File: config.mk
export PLATFORM = sky130hd
export DESIGN_NAME = mips_multicycle_ctrl
export DESIGN_NICKNAME = d
export VERILOG_FILES = /design/src/rtl/mips_multicycle_ctrl_pkg.sv /design/src/rtl/mips_multicycle_ctrl_out_decode.sv /design/src/rtl/mips_multicycle_ctrl.sv
export SDC_FILE = /design/constraint.sdc
export NUM_CORES = 1
export LEC_CHECK = 0
export CORE_UTILIZATION = 44
export DETAILED_ROUTE_END_ITERATION = 12
export PLACE_DENSITY = 0.76
export SETUP_SLACK_MARGIN = 0.4
export SKIP_LAST_GASP = 1
export SLEW_MARGIN = 20
export SYNTH_ARGS = -nofsm -noshare
export SYNTH_HDL_FRONTEND = slang
export SYNTH_HIERARCHICAL = 1
export SYNTH_SLANG_ARGS = --single-unit
File: constraint.sdc
create_clock -name clk -period 2.3 [get_ports clk]
set_input_delay 0.46 -clock clk [delete_from_list [all_inputs] [get_ports clk]]
set_output_delay 0.46 -clock clk [all_outputs]
set_load 0.03 [all_outputs]
File: src/rtl/mips_multicycle_ctrl_pkg.sv
// Shared definitions for the multicycle MIPS controller and the ALU control block.
// Contents: opcode constants, 4-bit state encodings, alu_op / alu_src_b /
// pc_source encodings and the packed control vector driven to the datapath.
`timescale 1ns/1ps
package mips_multicycle_ctrl_pkg;

  // Opcodes (IR[31:26])
  localparam logic [5:0] OP_R    = 6'b000000;
  localparam logic [5:0] OP_LW   = 6'b100011;
  localparam logic [5:0] OP_SW   = 6'b101011;
  localparam logic [5:0] OP_BEQ  = 6'b000100;
  localparam logic [5:0] OP_J    = 6'b000010;
  localparam logic [5:0] OP_ADDI = 6'b001000;

  // ALU operation requested from ALU control
  localparam logic [1:0] ALU_ADD   = 2'b00;
  localparam logic [1:0] ALU_SUB   = 2'b01;
  localparam logic [1:0] ALU_FUNCT = 2'b10;

  // ALU B operand select
  localparam logic [1:0] SRC_B_RT      = 2'b00;
  localparam logic [1:0] SRC_B_FOUR    = 2'b01;
  localparam logic [1:0] SRC_B_SEXT    = 2'b10;
  localparam logic [1:0] SRC_B_SEXT_SH = 2'b11;

  // PC source select
  localparam logic [1:0] PC_SRC_ALU    = 2'b00;
  localparam logic [1:0] PC_SRC_ALUOUT = 2'b01;
  localparam logic [1:0] PC_SRC_JUMP   = 2'b10;

  typedef enum logic [3:0] {
    S_FETCH    = 4'd0,
    S_DECODE   = 4'd1,
    S_MEM_ADDR = 4'd2,
    S_MEM_RD   = 4'd3,
    S_MEM_WB   = 4'd4,
    S_MEM_WR   = 4'd5,
    S_EXEC     = 4'd6,
    S_R_WB     = 4'd7,
    S_BRANCH   = 4'd8,
    S_JUMP     = 4'd9,
    S_ADDI_EX  = 4'd10,
    S_ADDI_WB  = 4'd11,
    S_TRAP     = 4'd12
  } state_t;

  typedef struct packed {
    logic       pc_write;
    logic       ir_write;
    logic       i_or_d;
    logic       mem_read;
    logic       mem_write;
    logic       mem_to_reg;
    logic       reg_dst;
    logic       reg_write;
    logic       alu_src_a;
    logic [1:0] alu_src_b;
    logic [1:0] alu_op;
    logic [1:0] pc_source;
  } ctrl_t;

endpackage

File: src/rtl/mips_multicycle_ctrl_out_decode.sv
// Combinational output decoder for the multicycle controller.
// Ports: state (current FSM state), mem_ready, zero -> ctrl (datapath control
// vector) and retire (high in the cycle an instruction completes).
`timescale 1ns/1ps
module mips_multicycle_ctrl_out_decode
  import mips_multicycle_ctrl_pkg::*;
(
  input  state_t state,
  input  logic   mem_ready,
  input  logic   zero,
  output ctrl_t  ctrl,
  output logic   retire
);

  always_comb begin
    ctrl   = '0;
    retire = 1'b0;
    case (state)
      S_FETCH: begin
        ctrl.mem_read  = 1'b1;
        ctrl.i_or_d    = 1'b0;
        ctrl.alu_src_a = 1'b0;
        ctrl.alu_src_b = SRC_B_FOUR;
        ctrl.alu_op    = ALU_ADD;
        ctrl.pc_source = PC_SRC_ALU;
        // IR load and PC+4 only commit on the cycle the fetch completes
        ctrl.ir_write  = mem_ready;
        ctrl.pc_write  = mem_ready;
      end
      S_DECODE: begin
        // Precompute branch target into ALUOut
        ctrl.alu_src_a = 1'b0;
        ctrl.alu_src_b = SRC_B_SEXT_SH;
        ctrl.alu_op    = ALU_ADD;
      end
      S_MEM_ADDR, S_ADDI_EX: begin
        ctrl.alu_src_a = 1'b1;
        ctrl.alu_src_b = SRC_B_SEXT;
        ctrl.alu_op    = ALU_ADD;
      end
      S_MEM_RD: begin
        ctrl.mem_read = 1'b1;
        ctrl.i_or_d   = 1'b1;
      end
      S_MEM_WB: begin
        ctrl.reg_write  = 1'b1;
        ctrl.mem_to_reg = 1'b1;
        ctrl.reg_dst    = 1'b0;
        retire          = 1'b1;
      end
      S_MEM_WR: begin
        ctrl.mem_write = 1'b1;
        ctrl.i_or_d    = 1'b1;
        retire         = mem_ready;
      end
      S_EXEC: begin
        ctrl.alu_src_a = 1'b1;
        ctrl.alu_src_b = SRC_B_RT;
        ctrl.alu_op    = ALU_FUNCT;
      end
      S_R_WB: begin
        ctrl.reg_write = 1'b1;
        ctrl.reg_dst   = 1'b1;
        retire         = 1'b1;
      end
      S_BRANCH: begin
        ctrl.alu_src_a = 1'b1;
        ctrl.alu_src_b = SRC_B_RT;
        ctrl.alu_op    = ALU_SUB;
        ctrl.pc_source = PC_SRC_ALUOUT;
        ctrl.pc_write  = zero;
        retire         = 1'b1;
      end
      S_JUMP: begin
        ctrl.pc_source = PC_SRC_JUMP;
        ctrl.pc_write  = 1'b1;
        retire         = 1'b1;
      end
      S_ADDI_WB: begin
        ctrl.reg_write = 1'b1;
        retire         = 1'b1;
      end
      default: begin
        // S_TRAP and unused encodings: everything stays 0
      end
    endcase
  end

endmodule

File: src/rtl/mips_multicycle_ctrl.sv
// Multicycle MIPS sequencing controller.
// Ports: clk, reset (async, active-high), opcode (IR[31:26]), zero (ALU flag),
// mem_ready (memory handshake) -> datapath enables/selects, halted (sticky
// illegal-opcode trap) and retired (count of completed instructions, CNT_W bits).
`timescale 1ns/1ps
module mips_multicycle_ctrl
  import mips_multicycle_ctrl_pkg::*;
#(
  parameter int CNT_W = 32
) (
  input  logic             clk,
  input  logic             reset,
  input  logic [5:0]       opcode,
  input  logic             zero,
  input  logic             mem_ready,
  output logic             pc_write,
  output logic             ir_write,
  output logic             i_or_d,
  output logic             mem_read,
  output logic             mem_write,
  output logic             mem_to_reg,
  output logic             reg_dst,
  output logic             reg_write,
  output logic             alu_src_a,
  output logic [1:0]       alu_src_b,
  output logic [1:0]       alu_op,
  output logic [1:0]       pc_source,
  output logic             halted,
  output logic [CNT_W-1:0] retired
);

  localparam logic [CNT_W-1:0] CNT_ONE = CNT_W'(1);

  state_t           state_reg, state_next;
  logic [CNT_W-1:0] retired_reg;
  ctrl_t            dec_ctrl, ctrl;
  logic             retire;

  always_ff @(posedge clk or posedge reset) begin
    if (reset) begin
      state_reg   <= S_FETCH;
      retired_reg <= '0;
    end else begin
      state_reg <= state_next;
      if (retire) retired_reg <= retired_reg + CNT_ONE;
    end
  end

  always_comb begin
    state_next = state_reg;
    case (state_reg)
      S_FETCH:    if (mem_ready) state_next = S_DECODE;
      S_DECODE: begin
        case (opcode)
          OP_LW, OP_SW: state_next = S_MEM_ADDR;
          OP_R:         state_next = S_EXEC;
          OP_BEQ:       state_next = S_BRANCH;
          OP_J:         state_next = S_JUMP;
          OP_ADDI:      state_next = S_ADDI_EX;
          default:      state_next = S_TRAP;
        endcase
      end
      S_MEM_ADDR: state_next = (opcode == OP_LW) ? S_MEM_RD : S_MEM_WR;
      S_MEM_RD:   if (mem_ready) state_next = S_MEM_WB;
      S_MEM_WR:   if (mem_ready) state_next = S_FETCH;
      S_EXEC:     state_next = S_R_WB;
      S_ADDI_EX:  state_next = S_ADDI_WB;
      S_MEM_WB, S_R_WB, S_BRANCH, S_JUMP, S_ADDI_WB: state_next = S_FETCH;
      S_TRAP:     state_next = S_TRAP;
      default:    state_next = S_TRAP;
    endcase
  end

  mips_multicycle_ctrl_out_decode u_out_decode (
    .state     (state_reg),
    .mem_ready (mem_ready),
    .zero      (zero),
    .ctrl      (dec_ctrl),
    .retire    (retire)
  );

  // Force outputs low combinationally so a pending write is dropped in the
  // same cycle reset rises, without waiting for the state register to clear.
  assign ctrl = reset ? '0 : dec_ctrl;

  assign pc_write   = ctrl.pc_write;
  assign ir_write   = ctrl.ir_write;
  assign i_or_d     = ctrl.i_or_d;
  assign mem_read   = ctrl.mem_read;
  assign mem_write  = ctrl.mem_write;
  assign mem_to_reg = ctrl.mem_to_reg;
  assign reg_dst    = ctrl.reg_dst;
  assign reg_write  = ctrl.reg_write;
  assign alu_src_a  = ctrl.alu_src_a;
  assign alu_src_b  = ctrl.alu_src_b;
  assign alu_op     = ctrl.alu_op;
  assign pc_source  = ctrl.pc_source;

  assign halted  = (state_reg == S_TRAP) && !reset;
  assign retired = retired_reg;

endmodule

* After elaboration in Yosys (flattened, before gate mapping) *
Index checks and enable logic that the tools add are counted.

word-level totals
  word-level logic and storage cells = 52
  output and inout bits = 48
  bits in registers = 36

operators by class
  reductions and logical operators = 11
  muxes and demuxes = 18
  add/subtract/negate cells = 1
  equal/unequal tests = 20

operators by type and width
  cell                     count
  $add A32 B1 Y32 const B  1
  $pmux W4 S8              1
  $pmux W5 S5              1
  $eq A4 B4 Y1 const B     5
  $pmux W4 S5              1
  $eq A4 B3 Y1 const B     4
  $mux W15                 1
  $eq A6 B6 Y1 const B     2
  $mux W4                  3
  $eq A4 B2 Y1 const B     2
  $reduce_or A2 Y1         4
  $mux W1                  7
  $eq A6 B2 Y1 const B     1
  $eq A6 B3 Y1 const B     1
  $eq A6 B4 Y1 const B     1
  $logic_not A6 Y1         1
  $ne A2 B2 Y1 const B     3
  $reduce_or A5 Y1         1
  $eq A4 B1 Y1 const B     1
  $logic_not A4 Y1         1
  $pmux W2 S2              1
  $mux W3                  1
  $pmux W1 S3              1
  $reduce_and A3 Y1        1
  4 further kinds          4

* Longest topological paths before layout *
  depth in word-level cells = 4
  depth in mapped cells = 8
  depth with buffers taken out = 6

* Modules after synthesis *
The synthesis kept the hierarchy.

by module, submodules not included
  module                           cells each  times used  area each (um^2)  seq. area each (um^2)
  mips_multicycle_ctrl             193         1           1994.4            900.9
  mips_multicycle_ctrl_out_decode  35          1           212.7             0.0

* Worst setup path after synthesis *
No wires, ideal clock.

  path type = register to register
  start = register state_reg[2]
  end = register retired_reg[23] (netlist: retired[23])
  slack = -0.174 ns
  clock period less this slack = 2.474 ns
  path buffers = 2
  data required time = 2.220 ns
  stages on the path, launching flop included = 9
  arrival time = 2.393 ns
  path through = dfrtp_1 > buf_2 > nor4bb_1 > nor4bb_1 > and4_4 > nand4_4 > buf_6 > nor3_4 > xor2_1

between the ends
  cells in the longest elaborated chain, start to end = 3

RTL lines
  element                                       RTL line                               RTL
  start, declared                               mips_multicycle_ctrl.sv:34             state_t state_reg, state_next;
  start signal, assigned                        mips_multicycle_ctrl.sv:44             state_reg <= state_next;
  $eq A4 B4 Y1 or $eq A4 B3 Y1 (tied branches)  mips_multicycle_ctrl_out_decode.sv:18  case (state)
  $reduce_or A5 Y1 (no line)                    --
  $pmux W1 S2 *                                 mips_multicycle_ctrl_out_decode.sv:18
  named net retire                              mips_multicycle_ctrl.sv:37             logic retire;
  end signal, assigned                          mips_multicycle_ctrl.sv:45             if (retire) retired_reg <= retired_reg + CNT_ONE;
  end, declared                                 mips_multicycle_ctrl.sv:35             logic [CNT_W-1:0] retired_reg;

Mark *: on every way through the listed nets, which the timed path passes. The rest lies on a longest branch.
A chain may end at the register's enable or synchronous reset.

* Worst setup path after layout *
  start = register state_reg[0]
  end = register retired_reg[30] (netlist: retired[30])

The elaborated chain is that of the path after synthesis.

==> qor.tcl <==
set qor(outcome) {finished, final reports clean}
set qor(cell_area_after_synthesis_um2) 2210
set qor(final.setup_skew_ns) 0.00729
set qor(postSynth.topFlopCell) {sky130_fd_sc_hd__dfrtp_1}
set qor(setup.worst_path.class) {reg2reg}
set qor(grt_max_degree) 37
set qor(rsz0062_at_grt) {true}
set qor(clock_sink_count) 36
set qor(min_period_over_period) 0.975
set qor(multi_input_area_um2) 1600
set qor(timing.critical_path.slowest_stage_cell) {sky130_fd_sc_hd__dfrtp_1}
set qor(io_buffer_count) 57
set qor(cp_slowest_stage_delay_ns) 0.44
set qor(max_clock_freq_mhz) 446
set qor(crit_chain) {buf_6, nand2b_4, nor4bb_4, and4_4, nand4_4, buf_6, buf_16, buf_4, nor3_4, xnor2_1}
set qor(final_cell_mix) {36 x sky130_fd_sc_hd__dfrtp_1, 32 x sky130_fd_sc_hd__buf_4, 24 x sky130_fd_sc_hd__buf_6}
set qor(cp.buffers_inverters) 4
set qor(drc) 0
set qor(power_report.internal_total_uw) 977
set qor(wire_per_inst_um) 17.2
set qor(clock_power_share) 0.446
set qor(die_w_um) 72.8
set qor(mappedNetlistNets) 239
set qor(post_synth_main_area_contributors) {sky130_fd_sc_hd__dfrtp_1 41%, sky130_fd_sc_hd__xnor2_1 6.7%, sky130_fd_sc_hd__xor2_1 6.3%}
set qor(hold_path.class) {reg2reg}
set qor(syn_to_final_growth_pct) 69.8
set qor(postRouteWirelength_um) 6780
set qor(antenna-diode-count) 0
set qor(cts_hold_buf) 0
set qor(firstDrtPassIters) 4
set qor(antenna_violating_nets_post_route) 0
set qor(die_h_um) 72.8
set qor(worst_path_dominant_cell_family) {simple AND/OR/NAND/NOR gates}
set qor(seq_power_share) 0.507
set qor(synth.distinct_cells) 44
set qor(num_vias) 2136
set qor(clkSlewWorstSetupHoldPaths_ns) 0.08
set qor(drt-initial-drc-count) 103
set qor(syn-instance-count) 228
set qor(avgSynthCellArea_um2) 9.68
set qor(cellPowerDensity_nw_per_um2) 333
set qor(fp-row-count) 25
set qor(core_region_area_um2) 4790
set qor(r2r_end) {retired[30]}
set qor(synth-async-reset-ratio) 1.00
set qor(netSwitchingPower_uw) 270
set qor(detail_route.vias_per_cell) 5.41
set qor(layout.core_utilization) 0.783
set qor(synth-seq-area-share) 0.408
set qor(first_global_vias) 2001
set qor(cts_buffers) 5
set qor(finalSetupViolations) 0
set qor(whs_endpoint) {retired[10]}
set qor(cp_max_fo) 4
set qor(die_area_um2) 5300
set qor(floorplan.initialDensity) 0.461
set qor(largest_register_ff_count) 32
set qor(regToRegStartpoint) {state_reg[0]}
set qor(seq_area_um2) 901
set qor(mostFrequentLayoutCell) {sky130_fd_sc_hd__dfrtp_1}
set qor(cts-root-buf) {sky130_fd_sc_hd__clkbuf_8}
set qor(reg2reg_setup_slack_ns) 0.06
set qor(netlist.area_leader.share) 0.408
set qor(vdd_drop_max_mv) 0.295
set qor(dpl.cell_count) 357
set qor(maxSlewHeadroom) 0.490
set qor(synth_enable_flop_cells) 0
set qor(num-nets-final) 338
set qor(dpl-instance-area_um2) 2960
set qor(boundaryPins) 58
set qor(power.share.switching) 0.217
set qor(detailedPlacementHpwl_um) 3520
set qor(drive_above_1_share) 0.387
set qor(timing.reg2reg.worst_path_depth) 10
set qor(critPathMostFrequentCell) {sky130_fd_sc_hd__buf_6}
set qor(tightest_slew_ns) 0.761
set qor(worst_skew_pair.late_latency_ns) 0.29
set qor(final_area_um2) 3750
set qor(gp_routability_congestion) 0.768
set qor(final_count_of_hold_timing_violations) 0
set qor(layout_min_cycle_time_ns) 2.24
set qor(finish.cell_count_without_fillers) 395
set qor(hold_path.startpoint) {retired[10]}
set qor(final.fill_count) 293
set qor(number_of_synthesized_register_bits) 36
set qor(synth_top_cell_by_area) {sky130_fd_sc_hd__dfrtp_1}
set qor(maxSlewViolCount) 0
set qor(worstPathRequired_ns) 2.52
set qor(setup.worst_path.start_class) {flip-flop}
set qor(critical_path_at_ns) 2.46
set qor(clock_path_buffers) 2
set qor(static-leakage-power_nw) 2.00
set qor(grt_overflow_total) 0
set qor(whs_path_depth) 1
set qor(grt_pass1_wl_um) 9500
set qor(antenna_found_initial) 0
set qor(max-cap-violations) 0
set qor(clock_tree_from_tritoncts) {yes}
set qor(clock_tree.htree_level_count) 2
set qor(yosys_warnings) 6
set qor(grt.total_usage) 0.238
set qor(power_frac_comb) 0.047
set qor(end_kind) {flip-flop}
[worst max path at each step]
stage	start	end	slack [ns]	cells past startpoint
global placement	mem_ready	retired[16]	-0.26	8
global route	state_reg[0]	retired[30]	-0.02	10
detailed placement	mem_ready	retired[20]	-0.29	8
CTS	state_reg[3]	pc_write	0.16	5
floorplan	state_reg[2]	retired[22]	0.20	8
finish	state_reg[0]	retired[30]	0.06	10
[power by group through the flow]
stage | Sequential [mW] | Clock [mW] | Combinational, mW
after floorplan | 0.645 | 0 | 0.0225
after detailed placement | 0.645 | 0 | 0.0573
after global placement | 0.645 | 0 | 0.0567
after global routing | 0.632 | 0.588 | 0.0652
after CTS | 0.632 | 0.558 | 0.0567
final | 0.632 | 0.556 | 0.0588
[final cells by class]
type                            instances  share of cell area
Clock buffer                            5              0.0184
Sequential cell                        36               0.240
Clock inverter                          3              0.0113
Multi-Input combinational cell        176               0.428
Timing Repair Buffer                  101               0.273
Tap cell                               67              0.0224
Inverter                                7             0.00701
[worst reg2reg max path, cell delays in order (launching register included)]
cell and delay [ns]:
sky130_fd_sc_hd__dfrtp_1 0.44, sky130_fd_sc_hd__buf_6 0.13, sky130_fd_sc_hd__nand2b_4 0.13, sky130_fd_sc_hd__nor4bb_4 0.31
sky130_fd_sc_hd__and4_4 0.30, sky130_fd_sc_hd__nand4_4 0.16, sky130_fd_sc_hd__buf_6 0.18, sky130_fd_sc_hd__buf_16 0.13
sky130_fd_sc_hd__buf_4 0.14, sky130_fd_sc_hd__nor3_4 0.12, sky130_fd_sc_hd__xnor2_1 0.14
[metrics by stage]
stage | worst slack, ns | power, mW | hold WS, ns | setup TNS (ns)
3_5_place_dp | -0.290 | 0.702 | 0.478 | -4.60
3_3_place_gp | -0.256 | 0.702 | 0.474 | -4.02
5_1_grt | -0.0223 | 1.29 | 0.509 | -0.0391
2_1_floorplan | 0.204 | 0.667 | 0.649 | 0
4_1_cts | 0.163 | 1.25 | 0.487 | 0
6_report | 0.0579 | 1.25 | 0.491 | 0
[cell usage after synthesis (6+ instances only)]
cell type / number
sky130_fd_sc_hd__nand2b_1: 8
sky130_fd_sc_hd__dfrtp_1: 36
sky130_fd_sc_hd__nor3_2: 6
sky130_fd_sc_hd__xor2_1: 16
sky130_fd_sc_hd__nor2_1: 13
sky130_fd_sc_hd__nand3_1: 8
sky130_fd_sc_hd__nor2b_1: 17
sky130_fd_sc_hd__inv_1: 7
sky130_fd_sc_hd__nand2_1: 14
sky130_fd_sc_hd__o21ai_0: 7
sky130_fd_sc_hd__nand4_1: 6
sky130_fd_sc_hd__nor3_1: 11
sky130_fd_sc_hd__xnor2_1: 17
[what timing repair did]
action | CTS | global route
pin swaps | 21 | 30
gates resized for setup | 52 | 53
cloned | 2 | 0
buffers inserted | 19 | 9
hold endpoints to repair | 0 | 0
setup endpoints to repair | 47 | 53
[routing by layer]
layer,wire [um],GRT usage
met1,2740,0.284
met4,126,0.0850
met5,0,0
met2,3650,0.418
met3,273,0.0566
[kinds of logic (layout without fill, tap and decap cells)]
group / Yosys count / in the layout / synth area share
AO/OA/AOI/OAI: 22 / 22 / 0.0658
XOR/XNOR: 33 / 33 / 0.131
adder cells (fa/ha/maj): 1 / 1 / 0.00567
buffers and inverters: 16 / 116 / 0.0368
flip-flops: 36 / 36 / 0.408
multiplexers: 1 / 1 / 0.00510
AND/OR/NAND/NOR: 119 / 119 / 0.348
No activity file was read; power rests on OpenSTA's default activity.
